<file path="src/rtl/toggle_monitor.sv">
// Passive checker for a stream that must invert every clock: locks after LOCK_LEN good
// toggles, counts samples/failures, posts one timestamped event per failure (valid/ready).
// Optional TOGGLE_MONITOR_LOG_EN: simulation-only $strobe trace of state changes and events.
module toggle_monitor #(
  parameter int CNT_W    = 16,
  parameter int LOCK_LEN = 4
) (
  input  logic             clk,
  input  logic             rst,
  input  logic             en,
  input  logic             clr,
  input  logic             a,
  output logic             locked,
  output logic             fault,
  output logic [CNT_W-1:0] sample_cnt,
  output logic [CNT_W-1:0] err_cnt,
  output logic             evt_valid,
  input  logic             evt_ready,
  output logic [CNT_W-1:0] evt_data,
  output logic             evt_ovf
);

  localparam int RUN_W = $clog2(LOCK_LEN + 1);
  localparam logic [RUN_W:0] LOCK_V = (RUN_W + 1)'(LOCK_LEN);

  typedef enum logic [1:0] {HUNT, LOCKED, FAULT} state_e;

  state_e             state_q, state_d;
  logic               primed_q, primed_d;
  logic               a_prev_q, a_prev_d;
  logic [RUN_W-1:0]   run_q, run_d;
  logic [RUN_W:0]     run_inc;
  logic [CNT_W-1:0]   sample_cnt_q, sample_cnt_d;
  logic [CNT_W-1:0]   err_cnt_q, err_cnt_d;
  logic               evt_valid_q, evt_valid_d;
  logic [CNT_W-1:0]   evt_data_q, evt_data_d;
  logic               evt_ovf_q, evt_ovf_d;
  logic               good, bad, post, accept;

  assign run_inc = {1'b0, run_q} + 1'b1;
  assign good    = en && primed_q && (a != a_prev_q);
  assign bad     = en && primed_q && (a == a_prev_q);
  // Misses while still hunting are not failures; only a lost lock is reported.
  assign post    = bad && (state_q != HUNT);
  assign accept  = evt_valid_q && evt_ready;

  always_ff @(posedge clk) begin
    if (rst || clr) state_q <= HUNT;
    else            state_q <= state_d;
  end

  always_comb begin
    state_d = state_q;
    case (state_q)
      HUNT, FAULT: begin
        if (bad && state_q == LOCKED) state_d = FAULT;
        if (good && run_inc == LOCK_V) state_d = LOCKED;
      end
      LOCKED:  if (bad) state_d = FAULT;
      default: state_d = HUNT;
    endcase
  end

  always_comb begin
    locked = (state_q == LOCKED);
    fault  = (state_q == FAULT);
  end

  always_comb begin
    primed_d     = primed_q;
    a_prev_d     = a_prev_q;
    run_d        = run_q;
    sample_cnt_d = sample_cnt_q;
    err_cnt_d    = err_cnt_q;
    evt_valid_d  = evt_valid_q;
    evt_data_d   = evt_data_q;
    evt_ovf_d    = evt_ovf_q;
    if (en) begin
      primed_d = 1'b1;
      a_prev_d = a;
      if (sample_cnt_q != '1) sample_cnt_d = sample_cnt_q + 1'b1;
    end else begin
      primed_d = 1'b0;
    end
    // run saturates at LOCK_LEN so it never wraps while LOCKED
    if (good && run_inc <= LOCK_V) run_d = run_inc[RUN_W-1:0];
    if (bad) run_d = '0;
    if (post && err_cnt_q != '1) err_cnt_d = err_cnt_q + 1'b1;
    if (post) begin
      if (!evt_valid_q || accept) begin
        evt_valid_d = 1'b1;
        evt_data_d  = sample_cnt_q;
      end else begin
        evt_ovf_d = 1'b1;
      end
    end else if (accept) begin
      evt_valid_d = 1'b0;
    end
  end

  always_ff @(posedge clk) begin
    if (rst || clr) begin
      primed_q     <= 1'b0;
      a_prev_q     <= 1'b0;
      run_q        <= '0;
      sample_cnt_q <= '0;
      err_cnt_q    <= '0;
      evt_valid_q  <= 1'b0;
      evt_data_q   <= '0;
      evt_ovf_q    <= 1'b0;
    end else begin
      primed_q     <= primed_d;
      a_prev_q     <= a_prev_d;
      run_q        <= run_d;
      sample_cnt_q <= sample_cnt_d;
      err_cnt_q    <= err_cnt_d;
      evt_valid_q  <= evt_valid_d;
      evt_data_q   <= evt_data_d;
      evt_ovf_q    <= evt_ovf_d;
    end
  end

  assign sample_cnt = sample_cnt_q;
  assign err_cnt    = err_cnt_q;
  assign evt_valid  = evt_valid_q;
  assign evt_data   = evt_data_q;
  assign evt_ovf    = evt_ovf_q;

`ifdef TOGGLE_MONITOR_LOG_EN
  // $strobe prints post-update values, so the line shows the state after this edge.
  always @(posedge clk) begin
    if (!rst && !clr && (state_d != state_q || post))
      $strobe("[toggle_monitor] t=%0t state=%s a=%b err_cnt=%0d", $time, state_q.name(), a, err_cnt_q);
  end
`endif

endmodule

</file>
<file path="config.mk">
export PLATFORM = sky130hd
export DESIGN_NAME = toggle_monitor
export DESIGN_NICKNAME = d
export VERILOG_FILES = /design/src/rtl/toggle_monitor.sv
export SDC_FILE = /design/constraint.sdc
export NUM_CORES = 1
export LEC_CHECK = 0
export BUFFER_PORTS_ARGS = -buffer_cell sky130_fd_sc_hd__buf_4
export CORE_MARGIN = 4
export CORE_UTILIZATION = 45
export CTS_CLUSTER_SIZE = 25
export DETAILED_ROUTE_END_ITERATION = 12
export PLACE_DENSITY = 0.67
export SLEW_MARGIN = 20
export SYNTH_ARGS = -nofsm -noshare
export SYNTH_HDL_FRONTEND = slang
export SYNTH_SLANG_ARGS = --single-unit
</file>
<file path="constraint.sdc">
create_clock -name clk -period 2.5 [get_ports clk]
set_input_delay 0.5 -clock clk [delete_from_list [all_inputs] [get_ports clk]]
set_output_delay 0.5 -clock clk [all_outputs]
set_load 0.05 [all_outputs]
</file>
# After elaboration in Yosys (flattened, before gate mapping)
# Index checks and enable logic that the tools add are counted.
# Widths: inputs -> output; s select.
# classes
div_mod_pow	0
bitwise	1
mux	8
shifts	0
n_lt_le_gt_ge	1
eq_ne	10
addsub	3
reduce_logical	22
multipliers	0
# op_table
op	n
$add 16x1->16 const B	2
$ne 16x16->1 const B	2
$reduce_and 2->1	5
$logic_and 1x1->1	9
$mux 2	3
$add 3x1->4 const B	1
$eq 4x3->1 const B	1
$le 4x3->1 const B	1
$mux 1	4
$ne 2x1->1 const B	2
$pmux 2 s2	1
$reduce_bool 2->1	2
$reduce_or 2->1	2
$ne 3x3->1 const B	1
$eq 2x1->1 const B	1
$eq 2x2->1 const B	1
$logic_not 2->1	1
$logic_or 1x1->1	2
$eq 1x1->1	1
$logic_not 1->1	1
$ne 1x1->1	1
$not 1->1	1
# totals
mem_bits_rw	0
regBits	57
inputBits	6
output_inout_bits	52
memories	0
wordCells	54
latchBits	0
mem_bits_ro	0

# Depth between registers and ports, before layout
# depth
depth_word	6
mapped_depth	6
depth_no_buf	5

# Worst setup path before layout
# Ideal clock, no wire load.
# synth_path
path_kind	register -> register
start	register err_cnt_q[4], in the netlist err_cnt[4]
end	register err_cnt_q[15], in the netlist err_cnt[15]
t_required_ns	2.430
path_buffers	1
setup_time_ns	0.070
t_arrival_ns	2.193
synth_period_minus_slack_ns	2.263
slack_ns	0.237
path_stages_with_launch	6
path_cell_list	dfxtp_1 nand4_1 or4_4 buf_6 or4_1 a21oi_1
# synth_via
elab_chain_len	2
elab_cells_between_ends	3
cone_classes	1 x add/sub; 1 x eq/ne; 1 x reduce/logical
# synth_rtl
item	line_no	text
start, declared	34	logic [CNT_W-1:0] err_cnt_q, err_cnt_d;
start signal, assigned	116	err_cnt_q <= err_cnt_d;
parallel branches: the longest is 2 deep, another holds $add 16x1->16	-	
# Several ways; the timed one is not identified.
# A chain may end at the register's enable or synchronous reset.

# Worst setup path after layout
# Ends and elaborated chain as after synthesis.

==> flow_summary_export.csv <==
group,metric,value,unit
timing,finalHoldViolCount,0,
logic_synthesis,synth-warning-count,0,
drt,totalWireLength,6590,µm
timing,min_period_over_period,79.1,%
worst_setup_path,crit_chain,"nand4_1, or4_4, or4_1, a21oi_1",
worst_setup_path,cp_slowest_cell,"or4_4",
worst_setup_path,cp.required,2.76,ns
drt,wl_per_cell,14.7,µm
logic_synthesis,netlist_instances,309,
timing,skew,0.00836,ns
worst_setup_path,crit_fanout,13,
floorplanning,row_count,27,
worst_setup_path,cp_slowest_stage_delay,0.61,ns
clock_tree,clkLatencyLatePin,0.33,ns
layout,final_cell_mix,"65 x buf_4, 57 x dfxtp_1, 32 x nand2_1",
clock_tree,clk_pin_slew_worst_paths,0.06,ns
global_routing,grt_use_total,18.7,%
layout,layout_commonest_cell,"buf_4",
clock_tree,clock_sinks,57,
worst_setup_path,reg2reg_depth,4,
logic_synthesis,synth-main-ff-cell,"dfxtp_1",
worst_setup_path,critPathTopFamily,"simple AND/OR/NAND/NOR gates",
layout,seq_area,0.00114,mm²
placement,io_buffers,57,
timing,max_freq,506,MHz
layout,diodes,0,
clock_tree,clockBufferDepth,2,
timing,fin_tns_setup,0,ns
global_routing,grt_antenna_before_repair,0,
timing,worst_pin_slew,0.589,ns
worst_setup_path,worstSetupStartpointType,"flop",
logic_synthesis,synth_seq_cells,57,
logic_synthesis,synth_edf_count,0,
clock_tree,holdBufCountCts,0,
clock_tree,root_buffer,"clkbuf_8",
timing,slew_viol_final,0,
timing,rsz0062_at_grt,"false",
drt,drc_errors,0,
timing,slew-limit-headroom,60.5,%
worst_setup_path,cp.depth,4,
drt,antenna_left,0,
drt,vias_per_cell,5.57,
clock_tree,numCtsBuffers,9,
timing,min_period,1.98,ns
logic_synthesis,syn_area_per_cell,8.76,µm²
clock_tree,cts_max_level,3,
hold_path,worstHoldPathCells,3,
floorplanning,start_util,47.7,%
floorplanning,io_pins,58,
logic_synthesis,yosysSeqAreaShare,42.2,%
floorplanning,die_width,85.6,µm
layout,nNetsFinal,381,
global_routing,grt_pass1_wl,11200,µm
layout,filler_cell_count,525,
worst_setup_path,worst-setup-path-type,"flop to flop",
floorplanning,dieHeight,85.6,µm
clock_tree,cts_tree,"built",
placement,gp_congestion,0.797,
layout,multi_input_area,0.00150,mm²
floorplanning,core,0.00568,mm²
logic_synthesis,syn_area,0.00271,mm²
power_and_ir_drop,power.density,552,mW/mm²
logic_synthesis,yosys.cell_types.count,40,
layout,syn_to_final_growth,27.1,%
worst_setup_path,cp.arrival,2.24,ns
global_routing,grt_pass1_vias,2309,
logic_synthesis,syn-num-nets,319,
power_and_ir_drop,finalPower,1.90,mW
worst_setup_path,cp-end-kind,"flop",
floorplanning,dieArea,0.00732,mm²
timing,finalSetupViolations,0,
global_routing,grt_max_degree,27,
power_and_ir_drop,ir_drop,0.309,mV
drt,first_pass_iters,4,
worst_setup_path,worst-path-buf-inv,0,
global_routing,overflow,0,
hold_path,hold_path_class,"input port to flop",
logic_synthesis,async_flop_share,0,%
layout,drive_above_1_share,22.3,%
placement,dp_hpwl,4500,µm
clock_tree,post-cts-setup-buffer-count,0,
clock_tree,cts_resized,0,
status,status,"finished, final reports clean",
power_and_ir_drop,power.leakage,1.26,nW
drt,vias,2497,
run,drv_cap,0,
drt,drtIter0Drc,122,
==> sequential cells by signal, indices dropped and copies added (netlist names) <==
register    flops
err_cnt        16
evt_data       16
sample_cnt     16
run_q           3
state_q         2
a_prev_q        1
evt_ovf         1
evt_valid       1
primed_q        1
==> Yosys cell counts (all sizes together), types with 7 or more instances <==
cell | count | area, µm²
o21ai | 14 | 70.1
nand2 | 32 | 120
or4 | 9 | 71.3
nand4 | 7 | 43.8
a211oi | 7 | 52.6
dfxtp | 57 | 1140
or3 | 15 | 93.8
o31ai | 8 | 60.1
nor2 | 27 | 101
a21oi | 26 | 130
clkbuf | 10 | 37.5
nand3 | 14 | 70.1
mux2i | 27 | 270
==> per-stage QoR <==
step / utilization, % / worst slack, ns / hold slack (ns) / instances / instance area (µm²)
after floorplan: - / 0.237 / 0.487 / 309 / 2710
after global placement: 56.9 / 0.401 / 0.475 / 432 / 3230
after detailed placement: 56.9 / 0.372 / 0.480 / 432 / 3230
after CTS: 60.6 / 0.509 / 0.424 / 448 / 3440
after global routing: 60.6 / 0.375 / 0.462 / 448 / 3440
final: 60.6 / 0.523 / 0.440 / 448 / 3440
==> power breakdown <==
part / switching, mW / internal, mW / leakage (nW)
logic: 0.0430 / 0.0215 / 0.697
clock network: 0.365 / 0.556 / 0.106
registers: 0.00337 / 0.910 / 0.459
total: 0.412 / 1.49 / 1.26
==> per-layer routing <==
metal,global-route usage [%],wire length (µm),vias to the layer above
li1,-,-,1278
met1,24.5,3120,1162
met2,30.2,3090,46
met3,3.65,268,11
met4,7.77,108,0
met5,0,0,-
==> kinds of logic (layout without fill, tap and decap cells) <==
family,after synthesis,in the layout,synth area share (%)
AND/OR/NAND/NOR,125,125,24.0
AO/OA/AOI/OAI,74,74,17.9
flip-flops,57,57,42.2
multiplexers,27,27,9.99
buffers and inverters,18,85,2.82
adder cells (fa/ha/maj),4,4,1.85
XOR/XNOR,4,4,1.29
==> final timing paths <==
path	start	endpoint	slack (ns)
worst max-delay path	err_cnt[4]	err_cnt[15]	0.52
worst min-delay path	a	a_prev_q	0.44
worst max register to register	err_cnt[4]	err_cnt[15]	0.52
worst min register to register	evt_data[0]	evt_data[0]	0.49
==> worst min-delay path: stages <==
cell and delay, ns:
buf_4 0.10, mux2i_1 0.06, nor2_1 0.07
==> final cells by class <==
cell class	instances	area share (%)
clock buffer	10	3.71
clock inverter	6	2.40
inverter	4	0.437
multi-input combinational	234	43.5
sequential	57	33.2
tap	72	2.62
timing repair buffer	65	14.2
(Power assumes the default switching activity.)
